<file path="config.mk">
export PLATFORM = sky130hd
export DESIGN_NAME = spi_slave_bytes
export DESIGN_NICKNAME = d
export VERILOG_FILES = /design/src/rtl/spi_slave_bytes.sv
export SDC_FILE = /design/constraint.sdc
export NUM_CORES = 1
export LEC_CHECK = 0
export CAP_MARGIN = 0
export CELL_PAD_IN_SITES_DETAIL_PLACEMENT = 0
export CELL_PAD_IN_SITES_GLOBAL_PLACEMENT = 1
export CORE_MARGIN = 2
export CORE_UTILIZATION = 38
export CTS_CLUSTER_DIAMETER = 30
export CTS_CLUSTER_SIZE = 25
export DETAILED_ROUTE_END_ITERATION = 12
export HOLD_SLACK_MARGIN = 0.02
export PLACE_DENSITY_LB_ADDON = 0.2
export SYNTH_ARGS = -nofsm -noshare
export SYNTH_HDL_FRONTEND = slang
export SYNTH_SLANG_ARGS = --single-unit
</file>
<file path="constraint.sdc">
create_clock -name clk -period 1.9 [get_ports clk]
set_input_delay 0.38 -clock clk [delete_from_list [all_inputs] [get_ports clk]]
set_output_delay 0.38 -clock clk [all_outputs]
set_load 0.05 [all_outputs]
</file>
<file path="src/rtl/spi_slave_bytes.sv">
// spi_slave_bytes: byte-level SPI mode 0 slave (MSB first) for the MiST ARM link.
// The SPI pins are oversampled in the clk domain. Received bytes are handed to
// fabric logic, and reply bytes are shifted back out through a one-entry
// holding register.
module spi_slave_bytes #(
  parameter int         SYNC_STAGES = 2,
  parameter logic [7:0] IDLE_BYTE   = 8'hFF,
  parameter int         COUNT_BITS  = 8
) (
  input  logic                  clk,
  input  logic                  reset,
  input  logic                  spi_sck,
  input  logic                  spi_ss_n,
  input  logic                  spi_di,
  output logic                  spi_do,
  output logic                  spi_do_oe,
  output logic [7:0]            rx_data,
  output logic                  rx_valid,
  output logic                  rx_first,
  input  logic [7:0]            tx_data,
  input  logic                  tx_valid,
  output logic                  tx_ready,
  output logic                  selected,
  output logic [COUNT_BITS-1:0] byte_count,
  output logic                  underrun,
  output logic                  abort
);

  typedef enum logic [0:0] {ST_IDLE = 1'b0, ST_SHIFT = 1'b1} state_t;

  state_t                  state_r, next_state_s;
  logic [SYNC_STAGES-1:0]  sck_sync_r, ss_sync_r, di_sync_r;
  logic                    sck_d_r, ss_d_r;
  logic                    sck_s, ss_s, di_s;
  logic                    sck_rise_s, sck_fall_s, sel_on_s, sel_off_s;
  logic                    start_s, stop_s, load_tx_s, shift_tx_s, shift_rx_s;
  logic [2:0]              bit_cnt_r, bit_cnt_next_s;
  logic                    abort_s, byte_done_s;
  logic [6:0]              rx_shift_r, tx_shift_r;
  logic [7:0]              rx_byte_s, load_byte_s, hold_r;
  logic                    first_r;
  logic                    spi_do_r, spi_do_oe_r, rx_valid_r, rx_first_r;
  logic                    tx_ready_r, selected_r, underrun_r, abort_r;
  logic [7:0]              rx_data_r;
  logic [COUNT_BITS-1:0]   byte_count_r;

  assign sck_s      = sck_sync_r[SYNC_STAGES-1];
  assign ss_s       = ss_sync_r[SYNC_STAGES-1];
  assign di_s       = di_sync_r[SYNC_STAGES-1];
  assign sck_rise_s = sck_s & ~sck_d_r;
  assign sck_fall_s = ~sck_s & sck_d_r;
  assign sel_on_s   = ~ss_s & ss_d_r;
  assign sel_off_s  = ss_s & ~ss_d_r;

  // An empty holding register at a reload means the idle byte goes out.
  assign load_byte_s    = tx_ready_r ? IDLE_BYTE : hold_r;
  assign rx_byte_s      = {rx_shift_r, di_s};
  assign bit_cnt_next_s = shift_rx_s ? (bit_cnt_r + 3'd1) : bit_cnt_r;
  assign byte_done_s    = shift_rx_s && (bit_cnt_r == 3'd7);
  // A deselect that lands on the eighth rising edge completes the byte cleanly.
  assign abort_s        = stop_s && (bit_cnt_next_s != 3'd0);

  // Synchronise the three SPI pins through matched chains and keep one extra copy for edge detection.
  always_ff @(posedge clk or posedge reset) begin
    if (reset) begin
      sck_sync_r <= {SYNC_STAGES{1'b0}};
      ss_sync_r  <= {SYNC_STAGES{1'b1}};
      di_sync_r  <= {SYNC_STAGES{1'b0}};
      sck_d_r    <= 1'b0;
      ss_d_r     <= 1'b1;
    end else begin
      sck_sync_r <= {sck_sync_r[SYNC_STAGES-2:0], spi_sck};
      ss_sync_r  <= {ss_sync_r[SYNC_STAGES-2:0], spi_ss_n};
      di_sync_r  <= {di_sync_r[SYNC_STAGES-2:0], spi_di};
      sck_d_r    <= sck_s;
      ss_d_r     <= ss_s;
    end
  end

  // Hold the transfer state.
  always_ff @(posedge clk or posedge reset) begin
    if (reset) begin
      state_r <= ST_IDLE;
    end else begin
      state_r <= next_state_s;
    end
  end

  // Decode select and SCK edges into the datapath actions for this cycle.
  always_comb begin
    next_state_s = state_r;
    start_s      = 1'b0;
    stop_s       = 1'b0;
    load_tx_s    = 1'b0;
    shift_tx_s   = 1'b0;
    shift_rx_s   = 1'b0;
    case (state_r)
      ST_IDLE: begin
        if (sel_on_s) begin
          next_state_s = ST_SHIFT;
          start_s      = 1'b1;
          load_tx_s    = 1'b1;
        end else begin
          next_state_s = ST_IDLE;
        end
      end
      ST_SHIFT: begin
        if (sck_rise_s) begin
          shift_rx_s = 1'b1;
        end else begin
          shift_rx_s = 1'b0;
        end
        if (sel_off_s) begin
          next_state_s = ST_IDLE;
          stop_s       = 1'b1;
        end else if (sck_fall_s) begin
          if (bit_cnt_r != 3'd0) begin
            shift_tx_s = 1'b1;
          end else begin
            load_tx_s  = 1'b1;
          end
        end else begin
          next_state_s = ST_SHIFT;
        end
      end
      default: begin
        next_state_s = ST_IDLE;
      end
    endcase
  end

  // Datapath: shifters, holding register, byte counting and the registered outputs.
  always_ff @(posedge clk or posedge reset) begin
    if (reset) begin
      spi_do_r     <= 1'b1;
      spi_do_oe_r  <= 1'b0;
      rx_data_r    <= 8'h00;
      rx_valid_r   <= 1'b0;
      rx_first_r   <= 1'b0;
      tx_ready_r   <= 1'b1;
      selected_r   <= 1'b0;
      byte_count_r <= {COUNT_BITS{1'b0}};
      underrun_r   <= 1'b0;
      abort_r      <= 1'b0;
      hold_r       <= 8'h00;
      rx_shift_r   <= 7'h00;
      tx_shift_r   <= 7'h00;
      bit_cnt_r    <= 3'd0;
      first_r      <= 1'b0;
    end else begin
      rx_valid_r <= 1'b0;
      rx_first_r <= 1'b0;
      underrun_r <= 1'b0;
      abort_r    <= 1'b0;

      if (start_s) begin
        selected_r   <= 1'b1;
        spi_do_oe_r  <= 1'b1;
        byte_count_r <= {COUNT_BITS{1'b0}};
        bit_cnt_r    <= 3'd0;
        first_r      <= 1'b1;
      end

      // Bit 7 goes straight to the pin; the shifter keeps the remaining seven.
      if (load_tx_s) begin
        spi_do_r   <= load_byte_s[7];
        tx_shift_r <= load_byte_s[6:0];
        if (tx_ready_r) begin
          underrun_r <= 1'b1;
        end else begin
          tx_ready_r <= 1'b1;
        end
      end else if (shift_tx_s) begin
        spi_do_r   <= tx_shift_r[6];
        tx_shift_r <= {tx_shift_r[5:0], 1'b0};
      end

      // Acceptance sees the pre-reload tx_ready, so a byte taken during a reload waits for the next boundary.
      if (tx_valid && tx_ready_r) begin
        hold_r     <= tx_data;
        tx_ready_r <= 1'b0;
      end

      if (shift_rx_s) begin
        rx_shift_r <= rx_byte_s[6:0];
        bit_cnt_r  <= bit_cnt_r + 3'd1;
        if (byte_done_s) begin
          rx_data_r  <= rx_byte_s;
          rx_valid_r <= 1'b1;
          rx_first_r <= first_r;
          first_r    <= 1'b0;
          if (byte_count_r != {COUNT_BITS{1'b1}}) begin
            byte_count_r <= byte_count_r + {{(COUNT_BITS-1){1'b0}}, 1'b1};
          end
        end
      end

      if (stop_s) begin
        selected_r  <= 1'b0;
        spi_do_oe_r <= 1'b0;
        spi_do_r    <= 1'b1;
        bit_cnt_r   <= 3'd0;
        rx_shift_r  <= 7'h00;
        abort_r     <= abort_s;
      end
    end
  end

  assign spi_do     = spi_do_r;
  assign spi_do_oe  = spi_do_oe_r;
  assign rx_data    = rx_data_r;
  assign rx_valid   = rx_valid_r;
  assign rx_first   = rx_first_r;
  assign tx_ready   = tx_ready_r;
  assign selected   = selected_r;
  assign byte_count = byte_count_r;
  assign underrun   = underrun_r;
  assign abort      = abort_r;

endmodule

</file>
==> reports/results.ini <==
[place]
dp.final_hpwl_mm = 3.056
gp_congestion = 0.7605
post-place-ws_ns = 0.1535
portBuffers = 37

[critical_path]
buf_inv_on_cp = 1
timing.setup.critical_path_class = flop to primary output
cp_data_arrival_time_ns = 1.45
crit_fanout = 1
worstPathCellList = clkdlybuf4s50_1
start_kind = flop
path_delay_family = buffers and inverters
slowest_library_cell_on_the_worst_path = sky130_fd_sc_hd__clkdlybuf4s50_1
required_ns = 1.52
slowest_delay_ns = 0.79
end_kind = primary output

[synthesis]
post_synth_edffs = 0
yosys_warnings = 0
synthesis.nets = 233
post_synth_instance_area_um2 = 2409
synth_async_sr_flop_share = 1.000
yosysUniqueCellTypes = 38
ys_ff_latch = 58
synth_top_cells_by_area = sky130_fd_sc_hd__dfrtp_1 55%, sky130_fd_sc_hd__mux2_2 7.5%, sky130_fd_sc_hd__dfstp_2 5.5%, sky130_fd_sc_hd__nand2_1 4.8%, sky130_fd_sc_hd__a21oi_1 2.7%
syn_area_per_cell_um2 = 11.25
synthMostInstantiatedCell = sky130_fd_sc_hd__dfrtp_1
ys_seq_area_frac = 0.6052
yosysTopAreaCellShare = 0.5506
synth_cells = 214
netlist.top_cell.by_area = sky130_fd_sc_hd__dfrtp_1
dominantRegCellSynth = sky130_fd_sc_hd__dfrtp_1
post_synth_most_frequent_cells = 53 x sky130_fd_sc_hd__dfrtp_1, 31 x sky130_fd_sc_hd__nand2_1, 17 x sky130_fd_sc_hd__nor2_1, 16 x sky130_fd_sc_hd__mux2_2, 13 x sky130_fd_sc_hd__a21oi_1

[final_layout]
area_growth_syn_to_layout_pct = 31.22
diodes = 0
drive_above_1_share = 0.2584
finalNetCount = 281
area_used_by_multi_input_combinational_logic_um2 = 864.6
fillCellCount = 586
seqCellArea_um2 = 1458

[power]
cellLeakagePower_nw = 1.513
p_seq_frac = 0.432
combPwrFrac = 0.165
p_sw_w = 0.0009690
sw_frac_of_total = 0.2603
power.density_cell_area_nw_per_um2 = 1178
ir_worst_vdd_v = 0.0008235
clock_power_share = 0.404
cell_internal_pwr_w = 0.002754

[sta]
finalMaxSlewViolations = 0
timing.max_slew.rel_slack = 0.6655
rsz0062_at_grt = false
tns_ns = 0
finalCritPeriodShare = 0.9649
finalClockSkew_ns = 0.009678
timing.final.crit_period_ns = 1.833
hold_slack_ns = 0.3219
max_slew.worst_pin.slew_ns = 0.5007
report.final.setup_viol = 0
finalHoldViolations = 0
setup_slack_ns = 0.06661
max_clock_freq_mhz = 545.4

[clocking]
clock_latency_ns = 0.34
clkTransAtPathRegs_ns = 0.06
cts_num_sinks = 58
cts.repair.resized = 0
cts_made_buffers = 9
cts_buffer_depth = 2
clock-root-buffer = sky130_fd_sc_hd__clkbuf_8
post_cts_hold_buffer_count = 0
h-tree-depth = 3
postCtsSetupRepairBufs = 0
tritoncts = built

[drt]
drtIter0Drc = 61
wl_per_cell_um = 12.63
drt-pass1-iter-count = 4
post-route-drc-count = 0
finalWirelength_mm = 4.344
drt-vias-per-instance = 4.942
vias = 1700
antenna_violating_nets_post_route = 0

[floorplanning]
floorplan.die.height_um = 83.62
core_um2 = 6241
fp.dieArea_um2 = 6991
core.rowCount = 29
die_x_um = 83.62
boundaryPins = 38
start_util = 0.3859

[global_route]
globalRouteTotalUtil = 0.1429
initial_antenna_violation_count = 0
grt_overflow = 0
grt_pass1_vias = 1693
first_pass_grt_wire_length_mm = 7.845
pin_count_of_the_biggest_net_entering_global_routing = 30

[worst_hold_path]
min-delay-path-class = input pin to asynchronous set/reset pin

[run]
max_cap_viol_count = 0

[outcome]
outcome = finished, final reports clean

==> cell families (layout without fill, tap and decap cells) <==
group,after synthesis,count (layout),share of synthesized area
multiplexers,16,16,0.07480
buffers and inverters,19,72,0.03637
flip-flops,58,58,0.6052
adder cells (fa/ha/maj),5,5,0.02597
AO/OA/AOI/OAI,43,43,0.1190
XOR/XNOR,2,2,0.007274
AND/OR/NAND/NOR,71,71,0.1314
==> metrics by stage <==
stage | power, W | std cells | utilization | instance area [um^2]
after floorplan | 0.002044 | 214 | - | 2409
after global placement | 0.002243 | 328 | 0.4621 | 2884
after detailed placement | 0.002250 | 328 | 0.4621 | 2884
after CTS | 0.003772 | 344 | 0.5046 | 3149
after global routing | 0.003932 | 344 | 0.5064 | 3161
final | 0.003723 | 344 | 0.5064 | 3161
==> worst paths after layout <==
kind	startpoint	endpoint	slack, ns	cells after the start
worst max-delay path	underrun	underrun	0.07	1
worst min-delay path	reset	di_sync_r[0]	0.32	2
worst max register to register	ss_d_r	tx_shift_r[3]	0.25	4
worst min register to register	sck_sync_r[0]	sck_sync_r[1]	0.35	0
max in group asynchronous	reset	ss_d_r	1.09	3
min in group clk	sck_sync_r[0]	sck_sync_r[1]	0.35	0
==> layout by cell type (no fill, tap or decap), types with 2 or more instances in the layout <==
cell / n
sky130_fd_sc_hd__dfstp_2: 5
sky130_fd_sc_hd__or3_1: 2
sky130_fd_sc_hd__nor3_1: 8
sky130_fd_sc_hd__o21ai_2: 2
sky130_fd_sc_hd__ha_1: 5
sky130_fd_sc_hd__nand3_1: 4
sky130_fd_sc_hd__inv_2: 3
sky130_fd_sc_hd__inv_1: 8
sky130_fd_sc_hd__nor2_1: 17
sky130_fd_sc_hd__o31ai_1: 8
sky130_fd_sc_hd__clkbuf_8: 9
sky130_fd_sc_hd__o211ai_1: 2
sky130_fd_sc_hd__o21ai_0: 5
sky130_fd_sc_hd__a21oi_1: 13
sky130_fd_sc_hd__buf_12: 3
sky130_fd_sc_hd__a22oi_1: 2
sky130_fd_sc_hd__o21a_1: 4
sky130_fd_sc_hd__nand2_1: 31
sky130_fd_sc_hd__buf_4: 22
sky130_fd_sc_hd__mux2_2: 16
sky130_fd_sc_hd__and2_1: 2
sky130_fd_sc_hd__nand4_1: 2
sky130_fd_sc_hd__bufinv_16: 4
sky130_fd_sc_hd__dlymetal6s2s_1: 4
sky130_fd_sc_hd__clkdlybuf4s50_1: 16
sky130_fd_sc_hd__dfrtp_1: 53
==> metal layers <==
layer	GRT usage	vias up	wire (um)
met1	0.1784	813	1966
met3	0.05143	10	188
met2	0.2175	37	2102
met4	0.07478	0	87
met5	0	-	0
li1	-	840	-
==> power by group through the flow <==
stage / clock network [W] / registers [W] / logic, W
after floorplan: 0 / 0.00166 / 0.000383
final: 0.00150 / 0.00161 / 0.000613
after global placement: 0 / 0.00163 / 0.000616
after CTS: 0.00154 / 0.00161 / 0.000623
after detailed placement: 0 / 0.00163 / 0.000624
after global routing: 0.00161 / 0.00164 / 0.000682
==> flip-flops by register name, indices dropped and copies added (netlist names) <==
| register | flops |
|---|---|
| byte_count | 8 |
| hold_r | 8 |
| rx_data | 8 |
| rx_shift_r | 7 |
| tx_shift_r | 7 |
| bit_cnt_r | 3 |
| di_sync_r | 2 |
| sck_sync_r | 2 |
| ss_sync_r | 2 |
| abort | 1 |
| first_r | 1 |
| rx_first | 1 |
| rx_valid | 1 |
| sck_d_r | 1 |
| selected | 1 |
| spi_do | 1 |
| ss_d_r | 1 |
| state_r | 1 |
| tx_ready | 1 |
| underrun | 1 |
==> area by class of cell <==
| type | instances | share of cell area |
|---|---|---|
| well taps | 77 | 0.03048 |
| multi-input cells | 137 | 0.2736 |
| flip-flops and latches | 58 | 0.4612 |
| clock buffers | 9 | 0.03919 |
| repair buffers | 45 | 0.1378 |
| clock inverters | 7 | 0.04473 |
| inverters | 11 | 0.01306 |
No activity file was read; power rests on OpenSTA's default activity.
